[src/rtl/mem_port_arbiter.sv]
// Shares one single-port memory between instruction fetch and load/store, one transaction in flight.
// Define MEM_ARB_FAIR_EN to let IF win after MAX_STREAK back-to-back LSU grants while IF waits.
module mem_port_arbiter #(
    parameter int AW         = 32,
    parameter int DW         = 32,
    parameter int MAX_STREAK = 4
) (
    input  logic            clk,
    input  logic            rst_n,
    input  logic            if_req,
    input  logic [AW-1:0]   if_addr,
    output logic            if_gnt,
    output logic            if_rvalid,
    output logic [DW-1:0]   if_rdata,
    input  logic            lsu_req,
    input  logic            lsu_we,
    input  logic [AW-1:0]   lsu_addr,
    input  logic [DW-1:0]   lsu_wdata,
    input  logic [DW/8-1:0] lsu_be,
    output logic            lsu_gnt,
    output logic            lsu_rvalid,
    output logic [DW-1:0]   lsu_rdata,
    output logic            mem_req,
    output logic            mem_we,
    output logic [AW-1:0]   mem_addr,
    output logic [DW-1:0]   mem_wdata,
    output logic [DW/8-1:0] mem_be,
    input  logic            mem_gnt,
    input  logic            mem_rvalid,
    input  logic [DW-1:0]   mem_rdata,
    output logic            stall_n
);
    // Handshake: a request is accepted in the cycle mem_req & mem_gnt (the owner's *_gnt pulses
    // then); requesters hold req and fields until *_gnt; exactly one *_rvalid pulse follows later.
    typedef enum logic [1:0] {
        IDLE     = 2'd0,
        WAIT_IF  = 2'd1,
        WAIT_LSU = 2'd2
    } state_e;

    state_e state_q, state_d;
    logic   sel_lsu;

    if ((DW % 8) != 0 || MAX_STREAK < 1 || MAX_STREAK > 15) begin : g_param_check
        $error("mem_port_arbiter: DW must be a multiple of 8 and MAX_STREAK within 1..15");
    end

`ifdef MEM_ARB_FAIR_EN
    logic [3:0] streak_q, streak_d;

    // Counts LSU grants that overtook a waiting IF request; any IF grant restarts it.
    always_comb begin
        streak_d = streak_q;
        if (if_gnt) begin
            streak_d = 4'd0;
        end else if (lsu_gnt) begin
            streak_d = if_req ? streak_q + 4'd1 : 4'd0;
        end
    end

    always_ff @(posedge clk or negedge rst_n) begin
        if (!rst_n) begin
            streak_q <= 4'd0;
        end else begin
            streak_q <= streak_d;
        end
    end

    assign sel_lsu = lsu_req && !(if_req && streak_q == 4'(MAX_STREAK));
`else
    assign sel_lsu = lsu_req;
`endif

    always_ff @(posedge clk or negedge rst_n) begin
        if (!rst_n) begin
            state_q <= IDLE;
        end else begin
            state_q <= state_d;
        end
    end

    always_comb begin
        state_d    = state_q;
        mem_req    = 1'b0;
        mem_we     = 1'b0;
        mem_addr   = '0;
        mem_wdata  = '0;
        mem_be     = '0;
        if_gnt     = 1'b0;
        lsu_gnt    = 1'b0;
        if_rvalid  = 1'b0;
        if_rdata   = '0;
        lsu_rvalid = 1'b0;
        lsu_rdata  = '0;
        unique case (state_q)
            IDLE: begin
                // mem_rvalid is deliberately ignored here: nothing is outstanding.
                if (sel_lsu) begin
                    mem_req   = 1'b1;
                    mem_we    = lsu_we;
                    mem_addr  = lsu_addr;
                    mem_wdata = lsu_wdata;
                    mem_be    = lsu_be;
                    if (mem_gnt) begin
                        lsu_gnt = 1'b1;
                        state_d = WAIT_LSU;
                    end
                end else if (if_req) begin
                    mem_req  = 1'b1;
                    mem_addr = if_addr;
                    mem_be   = '1;
                    if (mem_gnt) begin
                        if_gnt  = 1'b1;
                        state_d = WAIT_IF;
                    end
                end
            end
            WAIT_IF: begin
                if (mem_rvalid) begin
                    if_rvalid = 1'b1;
                    if_rdata  = mem_rdata;
                    state_d   = IDLE;
                end
            end
            WAIT_LSU: begin
                if (mem_rvalid) begin
                    lsu_rvalid = 1'b1;
                    lsu_rdata  = mem_rdata;
                    state_d    = IDLE;
                end
            end
            default: state_d = IDLE;
        endcase
    end

    assign stall_n = !((lsu_req && !lsu_gnt)
                    || (state_q == WAIT_LSU && !mem_rvalid)
                    || (if_req && !if_gnt && state_q != WAIT_IF));

endmodule

[config.mk]
export PLATFORM = sky130hd
export DESIGN_NAME = mem_port_arbiter
export DESIGN_NICKNAME = d
export VERILOG_FILES = /design/src/rtl/mem_port_arbiter.sv
export SDC_FILE = /design/constraint.sdc
export NUM_CORES = 1
export LEC_CHECK = 0
export CORE_AREA = 4 4 105 107
export DETAILED_ROUTE_END_ITERATION = 10
export DIE_AREA = 0 0 109 111
export PLACE_DENSITY = 0.58
export RECOVER_POWER = 100
export SLEW_MARGIN = 15
export SYNTH_ARGS = -nofsm -noshare
export SYNTH_HDL_FRONTEND = slang
export SYNTH_SLANG_ARGS = --single-unit
[constraint.sdc]
create_clock -name clk -period 4.2 [get_ports clk]
set_input_delay 1.05 -clock clk [delete_from_list [all_inputs] [get_ports clk]]
set_output_delay 1.05 -clock clk [all_outputs]
set_load 0.01 [all_outputs]
==> results.tsv, run 1 <==
metric	value	unit
status	completed	
synth_fp_nets	338	
combPwrFrac	90.6	%
synth_top_cell_by_area	and3_1	
synth_seq_cells	2	
post_cts_buffers	0	
largest_reg_flops	2	
portBuffers	277	
finalSetupTns	0	ps
cts_hold_buf	0	
critical_path_required	3150	ps
yosys_warnings	0	
arrival	2950	ps
finalHoldViolCount	0	
rsz0062_at_grt	no	
core_area	0.0101	mm^2
setup_viol	0	
worstSetupPathType	input port to output port	
drive_gt1_share	2.41	%
clkPwrFrac	6.6	%
switching_share	42.8	%
grt-ovfl-total	0	
p_switching	0.487	mW
num_antenna_cells	0	
critPathMaxStageDelay	640	ps
syn2layout_area_growth	224	%
powerDensity	270	mW/mm^2
die_h	111	um
synth_top_area_share	47.0	%
layout_commonest_cell	clkdlybuf4s50_1	
cts_tree	built	
die-area	0.0121	mm^2
slew_violations	0	
skew	0.960	ps
crit_family	buffers and inverters	
syn_inst	196	
end_kind	output port	
ys_seq_area_share	3.84	%
synth_area	0.00130	mm^2
min_period	4000	ps
viasPerCell	4.36	
place.gp.congestion	0.886	
clk_pin_slew	30	ps
htree_levels	1	
crit_fanout	33	
pin_count	278	
clockRootBuffer	clkbuf_8	
synthTopCellsByArea	and3_1 47%, a22o_1 22%, clkbuf_1 5.8%, dfrtp_1 3.8%, buf_6 3.5%	
finalWirelength	10100	um
grt_pass1_wl	14700	um
syn_avg_cell_area	6.65	um^2
worst-path-buf-inv	3	
numCtsBuffers	3	
internal_power	0.651	mW
ir_drop	0.000108	V
slew_headroom	61.6	%
numClockSinks	2	
antenna_found_initial	0	
grt_pass1_vias	2655	
row_count	37	
firstDrtPassIters	4	
start_util	12.9	%
power.leakage	2.20	nW
largestRegisters	state_q x2	
drtAntennaViolNets	0	
grt_max_degree	48	
fin_area	0.00422	mm^2
cts.path.max_buffers	2	
worst_setup_path_start_kind	input port	
reg2reg_slack	2610	ps
nets	600	
drcViolationCount	0	
final_cell_mix	168 x clkdlybuf4s50_1, 109 x dlygate4sd3_1, 98 x and3_1, 33 x a22o_1, 9 x inv_1	
pwr-share-seq	2.8	%
min_path_type	flop to flop	
synth_cell_types	22	
dp_hpwl	8200	um
vias	2583	
worst_path_max_delay_cell	dlygate4sd3_1	
placed_area	0.00419	mm^2
path_common_cell	dlygate4sd3_1	
regMostFlops	state_q	
finalCritPeriodShare	95.3	%
post_cts_resized	0	
fmax	250	MHz
path_cells	dlygate4sd3_1, and3b_1, buf_12, a22o_1, dlygate4sd3_1	
drtIter0Drc	130	
drv_cap	0	
max_slew.worst_pin.slew	576	ps
die_w	109	um
clk_latency	210	ps
wl_per_cell	17.1	um
track_usage	15.1	%
[power groups by stage]
stage               logic (mW)  clock network [mW]  registers (mW)
CTS                       1.11              0.0783          0.0323
global route              1.11              0.0797          0.0330
global placement          1.11                   0          0.0322
finish                    1.03              0.0748          0.0321
detailed placement        1.10                   0          0.0323
floorplan                0.470                   0          0.0302
[metal layers]
layer | vias to the layer above | wire (um) | GRT usage, %
li1 | 1260 | - | -
met2 | 172 | 4810 | 26.7
met4 | 0 | 74 | 3.20
met1 | 1147 | 3970 | 17.8
met3 | 4 | 1290 | 4.48
met5 | - | 0 | 0
[worst register-to-register path: stages (launching register included)]
cell and delay, ps:
dfrtp_1 390, inv_1 110, ha_1 310, and3b_1 270, buf_12 200, nand3_1 100, o211ai_1 110
[per-stage QoR]
| stage | power, mW | cells | hold WS (ps) | util, % | setup slack (ps) |
|---|---|---|---|---|---|
| after floorplan | 0.500 | 196 | 523 | - | 1450 |
| after global placement | 1.14 | 589 | 577 | 41.3 | 344 |
| after detailed placement | 1.13 | 589 | 577 | 41.3 | 336 |
| after CTS | 1.22 | 592 | 584 | 41.7 | 310 |
| after global routing | 1.22 | 592 | 599 | 41.6 | 132 |
| final | 1.14 | 592 | 572 | 41.6 | 196 |
[area by class of cell]
type | count | area [um^2]
Fill cell | 1008 | 5920
Timing Repair Buffer | 286 | 2860
Multi-Input combinational cell | 156 | 1070
Tap cell | 136 | 170
Sequential cell | 2 | 50.0
Clock buffer | 3 | 41.3
Inverter | 9 | 33.8
[final timing paths]
path | end | cells past startpoint | startpoint
max | mem_addr[14] | 5 | lsu_req
min | state_q[0] | 2 | state_q[0]
max reg2reg | state_q[0] | 6 | state_q[0]
min reg2reg | state_q[0] | 2 | state_q[0]
max in group asynchronous | state_q[1] | 1 | rst_n
min in group asynchronous | state_q[0] | 1 | rst_n
[kinds of logic (layout without fill, tap and decap cells)]
family | Yosys count | count (layout) | synth area share [%]
buffers and inverters | 38 | 298 | 14.3
and+or+nand+nor | 111 | 111 | 52.8
adders and majority gates | 3 | 3 | 2.88
DFF | 2 | 2 | 3.84
AOI/OAI and AO/OA | 42 | 42 | 26.2
[cell usage after synthesis, drive strengths merged]
cell / n
ha: 3
nand2b: 1
o211ai: 1
inv: 9
nor2b: 1
dfrtp: 2
o21ai: 1
and3: 98
a21oi: 5
a22o: 33
and2: 4
nand2: 3
nand3: 2
a32oi: 1
o22ai: 1
clkbuf: 21
nand3b: 1
buf: 8
and3b: 1
Note: power is estimated with default switching activity, not from simulation.
==> run 2: changes to the inputs <==
- TNS_END_PERCENT: not set -> 30
==> results of run 2 <==
Final layout, timing and power as in run 1 (identical DEF).
==> run 3: changes to the inputs <==
- ABC_CLOCK_PERIOD_IN_PS: not set -> 4200
==> results of run 3 <==
Final layout, timing and power as in run 1 (identical DEF).
